<file path="src/rtl/serial_subtractor.sv">
// Bit-serial subtractor: diff = a - b computed LSB first, one bit per clock,
// using a full-subtractor cell with a borrow flip-flop and an IDLE/RUN/DONE FSM.
module serial_subtractor #(
    parameter int WIDTH = 8
) (
    input  logic             clk,
    input  logic             rst,
    input  logic             start,
    input  logic [WIDTH-1:0] a,
    input  logic [WIDTH-1:0] b,
    output logic             busy,
    output logic             done,
    output logic [WIDTH-1:0] diff,
    output logic             borrow
);
    localparam int CW = $clog2(WIDTH) + 1;

    typedef enum logic [1:0] {
        IDLE,
        RUN,
        DONE
    } state_t;

    state_t           r_state;
    logic [WIDTH-1:0] r_a_sr;
    logic [WIDTH-1:0] r_b_sr;
    logic [WIDTH-1:0] r_diff_sr;
    logic [WIDTH-1:0] r_diff;
    logic [CW-1:0]    r_cnt;
    logic             r_bff;
    logic             r_borrow;
    logic             r_busy;
    logic             r_done;

    logic             w_x;
    logic             w_y;
    logic             w_d;
    logic             w_bout;
    logic             w_last;
    logic [WIDTH-1:0] w_diff_next;

    // Full-subtractor cell on the current LSBs.
    assign w_x         = r_a_sr[0];
    assign w_y         = r_b_sr[0];
    assign w_d         = w_x ^ w_y ^ r_bff;
    assign w_bout      = (~w_x & w_y) | (~(w_x ^ w_y) & r_bff);
    assign w_last      = (r_cnt == CW'(WIDTH - 1));
    assign w_diff_next = {w_d, r_diff_sr[WIDTH-1:1]};

    // NOTE: all state uses non-blocking assignments so every register samples pre-edge values.
    always_ff @(posedge clk or posedge rst) begin
        if (rst) begin
            // NOTE: the datapath registers are cleared too, so an aborted op leaves nothing behind.
            r_state   <= IDLE;
            r_a_sr    <= '0;
            r_b_sr    <= '0;
            r_diff_sr <= '0;
            r_diff    <= '0;
            r_cnt     <= '0;
            r_bff     <= 1'b0;
            r_borrow  <= 1'b0;
            r_busy    <= 1'b0;
            r_done    <= 1'b0;
        end else begin
            case (r_state)
                IDLE: begin
                    r_done <= 1'b0;
                    if (start) begin
                        r_a_sr    <= a;
                        r_b_sr    <= b;
                        r_bff     <= 1'b0;
                        r_cnt     <= '0;
                        r_diff_sr <= '0;
                        r_busy    <= 1'b1;
                        r_state   <= RUN;
                    end
                end
                RUN: begin
                    r_diff_sr <= w_diff_next;
                    r_a_sr    <= {1'b0, r_a_sr[WIDTH-1:1]};
                    r_b_sr    <= {1'b0, r_b_sr[WIDTH-1:1]};
                    r_bff     <= w_bout;
                    r_cnt     <= r_cnt + 1'b1;
                    if (w_last) begin
                        // Capture the final bit and borrow directly so the result is complete on DONE entry.
                        r_diff   <= w_diff_next;
                        r_borrow <= w_bout;
                        r_done   <= 1'b1;
                        r_state  <= DONE;
                    end
                end
                DONE: begin
                    r_done  <= 1'b0;
                    r_busy  <= 1'b0;
                    r_state <= IDLE;
                end
                default: begin
                    r_done  <= 1'b0;
                    r_busy  <= 1'b0;
                    r_state <= IDLE;
                end
            endcase
        end
    end

    assign busy   = r_busy;
    assign done   = r_done;
    assign diff   = r_diff;
    assign borrow = r_borrow;
endmodule
</file>
<file path="config.mk">
export PLATFORM = sky130hd
export DESIGN_NAME = serial_subtractor
export DESIGN_NICKNAME = d
export VERILOG_FILES = /design/src/rtl/serial_subtractor.sv
export SDC_FILE = /design/constraint.sdc
export NUM_CORES = 1
export LEC_CHECK = 0
export ABC_AREA = 1
export BUFFER_PORTS_ARGS = -buffer_cell sky130_fd_sc_hd__buf_2
export CAP_MARGIN = 20
export CELL_PAD_IN_SITES_DETAIL_PLACEMENT = 1
export CELL_PAD_IN_SITES_GLOBAL_PLACEMENT = 2
export CORE_MARGIN = 2
export CORE_UTILIZATION = 30
export DETAILED_ROUTE_END_ITERATION = 10
export GPL_ROUTABILITY_DRIVEN = 0
export PLACE_DENSITY = 0.85
export SYNTH_ARGS = -nofsm -noshare
export SYNTH_HDL_FRONTEND = slang
export SYNTH_SLANG_ARGS = --single-unit
</file>
<file path="constraint.sdc">
create_clock -name clk -period 1 [get_ports clk]
set_input_delay 0.15 -clock clk [delete_from_list [all_inputs] [get_ports clk]]
set_output_delay 0.15 -clock clk [all_outputs]
set_load 0.005 [all_outputs]
</file>
### After elaboration in Yosys (flattened, before gate mapping)

Index checks and enable logic that the tools add are counted.

* bitwise logic cells: 8
* multiplexer cells: 17
* add/subtract/negate cells: 1
* reductions and logical operators: 6
* eq/ne operators: 4

Operator list (count)
* one-hot mux 8 bit (2 select lines): 3
* 2-to-1 mux 8 bit: 3
* one-hot mux 4 bit (2 select lines): 1
* AND reduction 2 bit: 4
* adder 4 x 1 -> 4 bit, second input constant: 1
* == test 4 x 3 -> 1 bit, second input constant: 1
* 2-to-1 mux 1 bit: 4
* 2-to-1 mux 2 bit: 2
* 2-to-1 mux 4 bit: 1
* inequality test 2 bit, second input constant: 2
* one-hot mux 1 bit (2 select lines): 2
* one-hot mux 2 bit (2 select lines): 1
* inverter 1 bit: 3
* bitwise AND 1 bit: 2
* == test 2 x 1 -> 1 bit, second input constant: 1
* zero test 2 bit: 1
* nonzero test 2 bit: 1
* bitwise XOR 1 bit: 2
* OR 1 bit: 1

* register bits: 42
* output and inout port bits: 11
* word-level logic and storage cells: 46
* bits of input ports: 19

### Depth between registers and ports, before layout

* depth after elaboration: 5
* mapped depth: 7
* depth with buffers taken out: 6

### Least setup slack after synthesis

No wires, ideal clock.

* path kind: reg-to-reg
* from: register r_cnt[0]
* to: register r_done (netlist: done)
* path buffers: 1
* library setup time: 121 ps
* period minus slack after synthesis: 1132 ps
* data required time: 879 ps
* data arrival time: 1011 ps
* cell stages (with the launch flop): 7
* setup slack: -132 ps
* cell sequence: dfrtp_1 > ha_1 > nand2_1 > nor2_4 > buf_6 > nor2_1 > nor2_1

* longest elaborated chain between the ends: 2

RTL lines
* start, declared: line 29 `logic [CW-1:0] r_cnt;`
* start signal, assigned: line 83 `r_cnt <= r_cnt + 1'b1;`
* == test 4 x 3 -> 1 bit: line 47 `assign w_last = (r_cnt == CW'(WIDTH - 1));`
* inequality test 2 bit (no line)
* end signal, assigned: line 63 `r_done <= 1'b0;`
* end signal, assigned: line 67 `r_done <= 1'b0;`
* end signal, assigned: line 88 `r_done <= 1'b1;`
* end, declared: line 33 `logic r_done;`

No other way between the ends.
A chain may end at the register's enable or synchronous reset.

### Final worst setup path

* from: register r_state[1]
* to: register r_b_sr[5]

* longest elaborated chain between the ends: 3
* elaborated cells between the ends (all ways): 6
* classes of those cells: eq/ne: 2; mux: 1; reduce/logical: 3

RTL lines
* start, declared: line 24 `state_t r_state;`
* start signal, assigned: line 54 `r_state <= IDLE;`
* start signal, assigned: line 75 `r_state <= RUN;`
* start signal, assigned: line 89 `r_state <= DONE;`
* == test 2 x 1 -> 1 bit or zero test 2 bit (tied branches): line 65 `case (r_state)`
* nonzero test 2 bit (no line) or inequality test 2 bit (tied branches)
* AND reduction 2 bit (no line)
* end signal, assigned: line 81 `r_b_sr <= {1'b0, r_b_sr[WIDTH-1:1]};`
* end, declared: line 26 `logic [WIDTH-1:0] r_b_sr;`

Parallel ways exist; a longest one is shown, timed or not.

==> results.ini <==
[synth]
synth_compound_area_share_pct=3.41
syn_inst=194
syn_nets=215
seq_area_frac_synth_pct=58.2
synth-seq-cells=41
yosysTopAreaCell=dfrtp_1
synth_area_sq_um=1760
synth_fa_ha_area_share_pct=1.85
synth-xor-area-share_pct=0
ys_types=20
synth_area_leaders=dfrtp_1 (58%), nand2_1 (13%), nand3_1 (13%)
yosys_warnings=0
synth_top_family_by_area=simple AND/OR/NAND/NOR gates
avgSynthCellArea_sq_um=9.09
synth_mux_area_share_pct=0
synth.top_cell.area_share_pct=58.2
synth-simple-area-share_pct=30.2

[sta]
skew_ps=4.75
finalSetupViolations=39
hold_ws_ps=50.6
min_period_over_period_pct=118
fin_ws_ps=-181
finalMaxSlewViolations=0
max_freq_mhz=847
hold_violations=0
period_minus_slack_ps=1180
max_slew.worst_pin.slew_ps=363
setup_tns_ps=-4090
rsz0062_at_grt=true
relSlewSlack_pct=75.7

[worst_setup_path]
cp.required_ps=1230
critPathLaunchType=register
worst_ep_arrival_time_ps=1410
worstPathCellList=inv_4 -> nand2_8 -> nor2_4 -> buf_12 -> nand2_1 -> nand3_1
crit_path_max_incr_delay_ps=400
cp-end-kind=register
critPathMaxFanout=8
cpMaxStageDelayCell=dfrtp_1
path_class=register to register

[routing]
postRouteAntennaNets=0
drc=0
drt_iter0_markers=28
vias_per_cell=4.76
wl_um=4790
vias=1542
wl_per_cell_um=14.8
first_pass_iters=4

[cells_and_area]
final_common_cell=nand2_1
seq_area_sq_um=1030
nets=272
instances_no_fill=324
n_antenna_cell=0
fill_cells=658
final_cell_mix=nand2_1 (41), dfrtp_1 (40), buf_2 (30), nand3_1 (28), nand3_2 (17)
multi_input_area_sq_um=936
final_layout_size_suffix_gt1_share_pct=50.4
syn_to_final_growth_pct=53.7

[floorplanning]
die_h_um=80.7
rows=27
dieArea_sq_um=6510
core_area_sq_um=5610
start_util_pct=31.4
io_pins=30
die_x_um=80.7

[clock_network]
clock-root-buffer=clkbuf_8
clock_latency_ps=290
cts_tree=done
clk_pin_slew_ps=80
htreeDepth=2
cts_sinks=41
cts.path.max_buffers=2
numCtsBuffers=5

[status]
status=complete, but fails checks
failed_checks=setup timing

[placed_design]
dp.cells=307
portBuffers=29
dp_hpwl_um=3020

[grt]
grt_pass1_wl_um=8280
grtUsageTotal_pct=16.7
use_met2_pct=29.0
grt_use_met1_pct=20.5
gr-usage-met3_pct=3.48
grt_pass1_vias=1725
grt_max_degree=16
antenna_found_initial=0
grt_busiest_layer=met2
grt.overflow.total=0

[power_and_ir_drop]
p_per_area_nw_per_um2=2970
ir_drop_mv=1.16
p_leak_nw=1.42
power_mw=8.03

[worst_hold_path]
hp-class=input port to register

[flow_run]
cap_violations=0

metal layers:
metal  up-vias  wire length, um
li1        743                -
met5         -                0
met4         0               50
met3         7              168
met2        32             2440
met1       760             2130
timing repair:
item | CTS | global route
hold buffers | 1 | 0
endpoints found under the setup margin | 37 | 42
gates resized for setup | 61 | 40
endpoints found under the hold margin | 12 | 0
setup buffers | 7 | 1
gates cloned | 3 | 0
pin swaps | 4 | 7
cell families (layout without fill, tap and decap cells):
| family | Yosys count | after routing |
|---|---|---|
| and+or+nand+nor | 117 | 117 |
| buffers and inverters | 23 | 81 |
| adders and majority gates | 2 | 2 |
| DFF | 41 | 41 |
| AOI/OAI and AO/OA | 11 | 11 |
Yosys cell counts:
library cell,n
inv_1,11
o21ai_1,1
o22ai_1,4
buf_4,3
nand4_1,1
nand2_2,3
buf_6,1
nor2_4,2
ha_1,1
a21oi_1,1
nand3b_1,1
nand2_1,60
nor2_1,4
dfrtp_1,41
o21ai_0,5
inv_2,2
nand3_1,45
fa_1,1
buf_2,6
nand2_4,1
state kept, by name, summed over array words and instances (netlist names):
signal,cells
borrow,1
r_a_sr,8
busy,1
done,1
r_cnt,4
r_bff,1
diff,8
r_b_sr,8
r_state,2
r_diff_sr,7
final timing paths:
| check | start | endpoint | slack (ps) | cells past startpoint |
|---|---|---|---|---|
| min in group asynchronous | rst | r_diff_sr[4]$_DFFE_PP0P_ | 380 | 3 |
| worst min-delay path | b[7] | r_b_sr[7]$_DFFE_PP0P_ | 50 | 3 |
| worst max-delay path | r_state[1]$_DFFE_PP0P_ | r_b_sr[5]$_DFFE_PP0P_ | -180 | 6 |
| worst max register to register | r_state[1]$_DFFE_PP0P_ | r_b_sr[5]$_DFFE_PP0P_ | -180 | 6 |
| max in group asynchronous | rst | r_state[0]$_DFFE_PP0P_ | 230 | 4 |
| worst min register to register | diff[5]$_DFFE_PP0P_ | diff[5]$_DFFE_PP0P_ | 470 | 2 |
metrics by stage:
step	util (%)	instance area (sq um)	setup WS (ps)
finish	48.3	2710	-181
detailed placement	38.4	2160	-179
CTS	46.1	2590	-169
global placement	38.4	2160	-109
floorplan	-	1780	-89.2
global route	48.3	2710	-264
worst max-delay path: cells and delay by family (launching register included):
kind	cells	cell delay, ps
flip-flops	1	400
AND/OR/NAND/NOR	4	410
buffers and inverters	2	300
where the power goes:
| group | internal [mW] | switching [mW] | total, mW |
|---|---|---|---|
| Combinational | 1.99 | 2.13 | 4.12 |
| Sequential | 2.39 | 0.452 | 2.84 |
| Clock | 0.484 | 0.580 | 1.06 |
area by class of cell:
cell class	count	share of cell area [%]
tap	72	3.33
sequential	41	37.9
clock buffer	6	2.68
multi-input combinational	130	34.5
clock inverter	2	0.370
inverter	13	2.49
timing repair buffer	60	18.7
Note: power is estimated with default switching activity, not from simulation.
